<file path="src/rtl/spi_transaction_fsm.sv">
// SPI memory-path transaction controller: address/R-W capture, then one read or write.
// Optional abort pulse output enabled by defining SPI_FSM_ABORT_FLAG_EN.
module spi_transaction_fsm #(
    parameter int WIDTH = 8
) (
    input  logic             clk,
    input  logic             reset_n,
    input  logic             cs_n,
    input  logic             sclk_pe,
    input  logic [WIDTH-1:0] parallel_in,
    output logic [WIDTH-2:0] addr,
    output logic             addr_we,
    output logic             dm_we,
    output logic             sr_we,
    output logic             miso_buff_en,
`ifdef SPI_FSM_ABORT_FLAG_EN
    output logic             abort,
`endif
    output logic             busy
);

    localparam int CW = $clog2(WIDTH) + 1;
    localparam logic [CW-1:0] LAST = CW'(WIDTH - 1);

    localparam logic [2:0] IDLE        = 3'd0;
    localparam logic [2:0] GET_ADDR    = 3'd1;
    localparam logic [2:0] GOT_ADDR    = 3'd2;
    localparam logic [2:0] READ_LOAD   = 3'd3;
    localparam logic [2:0] READ_SEND   = 3'd4;
    localparam logic [2:0] WRITE_RECV  = 3'd5;
    localparam logic [2:0] WRITE_STORE = 3'd6;
    localparam logic [2:0] DONE        = 3'd7;

    logic [2:0]       state_q, state_d;
    logic [CW-1:0]    cnt_q, cnt_d;
    logic [WIDTH-2:0] addr_q, addr_d;

    always_comb begin
        state_d = state_q;
        cnt_d   = cnt_q;
        addr_d  = addr_q;
        // Chip-select release overrides everything, including a terminal pulse.
        if (state_q != IDLE && cs_n) begin
            state_d = IDLE;
            cnt_d   = '0;
        end else begin
            case (state_q)
                IDLE: begin
                    if (!cs_n) begin
                        state_d = GET_ADDR;
                        cnt_d   = '0;
                    end
                end
                GET_ADDR, READ_SEND, WRITE_RECV: begin
                    if (sclk_pe) begin
                        if (cnt_q == LAST) begin
                            cnt_d = '0;
                            if (state_q == GET_ADDR)       state_d = GOT_ADDR;
                            else if (state_q == READ_SEND) state_d = DONE;
                            else                           state_d = WRITE_STORE;
                        end else begin
                            cnt_d = cnt_q + CW'(1);
                        end
                    end
                end
                GOT_ADDR: begin
                    addr_d  = parallel_in[WIDTH-1:1];
                    cnt_d   = '0;
                    state_d = parallel_in[0] ? READ_LOAD : WRITE_RECV;
                end
                READ_LOAD: begin
                    cnt_d   = '0;
                    state_d = READ_SEND;
                end
                WRITE_STORE: state_d = DONE;
                DONE:        state_d = DONE;
                default:     state_d = IDLE;
            endcase
        end
    end

    always_ff @(posedge clk or negedge reset_n) begin
        if (!reset_n) begin
            state_q <= IDLE;
            cnt_q   <= '0;
            addr_q  <= '0;
        end else begin
            state_q <= state_d;
            cnt_q   <= cnt_d;
            addr_q  <= addr_d;
        end
    end

`ifdef SPI_FSM_ABORT_FLAG_EN
    logic abort_q, abort_d;

    always_comb begin
        abort_d = cs_n && (state_q != IDLE) && (state_q != DONE);
    end

    always_ff @(posedge clk or negedge reset_n) begin
        if (!reset_n) abort_q <= 1'b0;
        else          abort_q <= abort_d;
    end

    assign abort = abort_q;
`endif

    always_comb begin
        addr         = addr_q;
        addr_we      = (state_q == GOT_ADDR);
        sr_we        = (state_q == READ_LOAD);
        miso_buff_en = (state_q == READ_SEND);
        dm_we        = (state_q == WRITE_STORE);
        busy         = (state_q != IDLE);
    end

endmodule

</file>
<file path="config.mk">
export PLATFORM = sky130hd
export DESIGN_NAME = spi_transaction_fsm
export DESIGN_NICKNAME = d
export VERILOG_FILES = /design/src/rtl/spi_transaction_fsm.sv
export SDC_FILE = /design/constraint.sdc
export NUM_CORES = 1
export LEC_CHECK = 0
export ABC_AREA = 1
export BUFFER_PORTS_ARGS = -buffer_cell sky130_fd_sc_hd__clkbuf_2
export CAP_MARGIN = 5
export CELL_PAD_IN_SITES_DETAIL_PLACEMENT = 1
export CELL_PAD_IN_SITES_GLOBAL_PLACEMENT = 2
export CORE_ASPECT_RATIO = 1.25
export CORE_UTILIZATION = 29
export CTS_CLUSTER_SIZE = 28
export DETAILED_ROUTE_END_ITERATION = 8
export PLACE_DENSITY = 0.92
export SLEW_MARGIN = 20
export SYNTH_ARGS = -nofsm -noshare
export SYNTH_HDL_FRONTEND = slang
export SYNTH_SLANG_ARGS = --single-unit
</file>
<file path="constraint.sdc">
create_clock -name clk -period 2.02 [get_ports clk]
set_input_delay 0.404 -clock clk [delete_from_list [all_inputs] [get_ports clk]]
set_output_delay 0.404 -clock clk [all_outputs]
set_load 0.05 [all_outputs]
</file>
# After elaboration in Yosys (flattened, before gate mapping)
# Cells that the tools add are included.
[totals] word_cells=39 ff_bits=14 out_inout_bits=12
[classes] mux=13 n_bitwise=1 n_eq_ne=11 n_addsub=1 n_reduce_logical=10
[ops] cell="$mux W3" count=6
[ops] cell="$mux W4" count=4
[ops] cell="$pmux W3 S5" count=1
[ops] cell="$eq A3 B3 Y1 const B" count=4
[ops] cell="$pmux W4 S3" count=1
[ops] cell="$ne A3 B3 Y1 const B" count=3
[ops] cell="$eq A3 B2 Y1 const B" count=2
[ops] cell="$reduce_and A3 Y1" count=2
[ops] cell="$add A4 B1 Y4 const B" count=1
[ops] cell="$eq A4 B3 Y1 const B" count=1
[ops] cell="$reduce_bool A4 Y1" count=1
[ops] cell="$reduce_or A2 Y1" count=2
[ops] cell="$eq A3 B1 Y1 const B" count=1
[ops] cell="$logic_not A3 Y1" count=1
[ops] cell="$reduce_bool A3 Y1" count=1
[ops] cell="$reduce_or A3 Y1" count=1
[ops] cell="$reduce_and A2 Y1" count=1
[ops] cell="$logic_and A1 B1 Y1" count=1
[ops] cell="$mux W1" count=1
[ops] cell="$not A1 Y1" count=1

# Depth between registers and ports, before layout
[logic_depth] depth_word=7 mapped_depth=9

# Worst setup path before layout
# Ideal clock, no wire load.
[synth_timing] path_type="register to output" startpoint="reg state_q[0]" endpoint="out miso_buff_en" setup_slack_ns=0.066 t_arrival_ns=1.550 required_time_ns=1.616 path_stages_with_launch=2 path_buffers=0 path_cell_list="dfrtp_1 nor3_1"
[synth_via] elab_chain_len=1
[synth_lines] item="from (decl)" line_no="34" source="logic [2:0] state_q, state_d;"
[synth_lines] item="from (signal assigned)" line_no="88" source="state_q <= state_d;"
[synth_lines] item="$eq A3 B3 Y1" line_no="113" source="miso_buff_en = (state_q == READ_SEND);"
[synth_lines] item="to (decl)" line_no="15" source="output logic miso_buff_en,"
# Every way passes these cells.

# Worst setup path after layout
[layout_timing] startpoint="reg state_q[2]" endpoint="out addr_we"
[layout_via] elab_chain_len=1
[layout_lines] item="$eq A3 B2 Y1" line_no="111" source="addr_we = (state_q == GOT_ADDR);"
[layout_lines] item="to (decl)" line_no="12" source="output logic addr_we,"
# Every way passes these cells.

==> impl_metrics.json <==
{
  "outcome": "finished, final reports clean",
  "cts_setup_buffers": 0,
  "hold_viol_final": 0,
  "cp_slowest_cell": "dfrtp_1",
  "die_y_um": 60.2,
  "finalCritPeriodShare_pct": 92.2,
  "worst_ep_required_time_ns": 1.62,
  "synth.ff_latch_count": 14,
  "yosysWarningCount": 0,
  "maxCapViolCount": 0,
  "netlist_instances": 101,
  "grt_overflow_total": 0,
  "clk_path_buf_depth": 2,
  "cts_resized": 0,
  "die_w_um": 48.6,
  "fin_nets": 141,
  "grt_max_degree": 15,
  "setup_viol": 0,
  "cts_tree": "yes",
  "cts_num_sinks": 14,
  "synth_area_per_cell_um2": 7.78,
  "drive_above_1_share_pct": 34.6,
  "drc": 0,
  "vias": 716,
  "synth.distinct_cells": 18,
  "slowest_delay_ns": 0.43,
  "grt_pass1_vias": 739,
  "crit_chain": "inv_2 -> nand2_1 -> nor2_4 -> clkbuf_2",
  "p_leak_nw": 0.564,
  "cts_root_buf": "clkbuf_4",
  "area_growth_pct": 23.9,
  "wl_per_cell_um": 11.5,
  "worstSetupPathType": "reg2out",
  "maxSlewViolCount": 0,
  "worstRegToRegCells": 9,
  "antenna_cells": 0,
  "fin_area_um2": 973,
  "tightest_slew_ns": 0.371,
  "numPortBuffers": 23,
  "antenna_found_initial": 0,
  "fp-row-count": 20,
  "hp-class": "in2async",
  "ios": 24,
  "fin_setup_tns_ns": 0,
  "final_cell_mix": "nand2_1, clkbuf_2, nand3_1, dfrtp_1, nor2_1",
  "rsz0062_at_grt": "no",
  "endpoint_kind": "primary output",
  "clk_pin_slew_ns": 0.09,
  "drtAntennaViolNets": 0,
  "drt_iter0_markers": 6,
  "vias_per_cell": 4.48,
  "cp.buffers_inverters": 2,
  "firstDrtPassIters": 4,
  "cp_num_cells": 4,
  "crit_family": "flip-flops",
  "cp_max_fo": 9,
  "synth_area_um2": 786,
  "ctsHoldBuffers": 0,
  "synth_nets": 114,
  "final_common_cell": "nand2_1",
  "cp-start-kind": "flop",
  "slew_headroom_pct": 75.2,
  "fillers": 337,
  "p_per_area_mw_per_mm2": 1670,
  "wirelength_um": 1850,
  "finalWorstPathRequiredPeriod_ns": 1.86,
  "max-vdd-ir-drop_uv": 645,
  "yosysSeqAreaShare_pct": 44.6,
  "start_util_pct": 31.4,
  "cts_made_buffers": 3,
  "htree_levels": 1,
  "critPathArrivalTime_ns": 1.46,
  "core_mm2": 0.00250,
  "skew_ns": 0.00587,
  "clock_latency_ns": 0.27,
  "dpl_cell_area_um2": 937,
  "grt_pass1_wl_um": 3140,
  "track_usage_pct": 14.3,
  "place_congestion": 0.799,
  "max_clock_freq_mhz": 537,
  "die-area_mm2": 0.00292,
  "dp_hpwl_um": 1530
}
sequential cells by signal, indices dropped and copies added, names as in the netlist:
register  flops
addr          7
state_q       3
cnt_q         4
layer usage:
layer / vias to the layer above / share of wire (%) / GRT usage (%)
li1: 368 / - / -
met1: 328 / 44 / 15.2
met2: 18 / 52 / 27.6
met3: 2 / 3.6 / 3.56
met4: 0 / 0.43 / 5.04
met5: - / 0 / 0
Yosys cell counts:
library cell	n	share of area, %
ha_1	1	1.6
inv_1	7	3.3
nor2_1	10	4.8
o21ai_1	1	0.64
inv_6	1	1.1
nor3_1	1	0.64
nor2_4	3	4.3
nand4_1	2	1.6
nand3_1	14	8.9
buf_2	1	0.64
nand2_1	31	15
nor2_2	1	0.80
nand2_2	6	4.8
nand2_4	3	4.3
xor2_1	1	1.1
dfrtp_1	14	45
inv_2	3	1.4
a21oi_1	1	0.64
cells by family (layout without fill, tap and decap cells):
group	after synthesis	count (layout)	share of synthesized area, %
simple gates	71	71	44.9
flops	14	14	44.6
buf+inv	12	38	6.53
compound gates	2	2	1.27
fa+ha+maj	1	1	1.59
xor+xnor	1	1	1.11
per-stage QoR:
step	setup WS [ns]	util [%]	total power [mW]	hold slack, ns	std cells
after floorplan	0.0658	-	1.24	0.108	101
after global placement	0.504	37.5	1.43	0.331	156
after detailed placement	0.460	37.5	1.45	0.333	156
after CTS	0.139	38.9	1.66	0.0229	160
after global routing	0.0711	38.9	1.75	0.0282	160
final	0.158	38.9	1.63	0.0187	160
area by class of cell:
cell class	count	area (um^2)	area share, %
clock buffers	4	36.3	3.73
inverters	11	46.3	4.76
multi-input cells	75	384	39.5
flip-flops and latches	14	350	36.0
well taps	33	41.3	4.24
repair buffers	23	115	11.8
path summary, 6_finish.rpt:
| path | from | end | slack, ns |
|---|---|---|---|
| max | state_q[2]$_DFFE_PN0P_ | addr_we | 0.16 |
| min | reset_n | addr[0]$_DFFE_PN0P_ | 0.02 |
| max in group asynchronous | reset_n | cnt_q[3]$_DFFE_PN0P_ | 1.74 |
| min in group clk | parallel_in[1] | addr[0]$_DFFE_PN0P_ | 0.36 |
| min reg2reg | addr[3]$_DFFE_PN0P_ | addr[3]$_DFFE_PN0P_ | 0.48 |
| max reg2reg | state_q[0]$_DFFE_PN0P_ | cnt_q[2]$_DFFE_PN0P_ | 0.74 |
power breakdown:
group / switching (mW) / internal [mW]
Sequential: 0.0984 / 0.386
Combinational: 0.718 / 0.230
Clock: 0.0882 / 0.109
Total: 0.904 / 0.725
(Power assumes the default switching activity.)
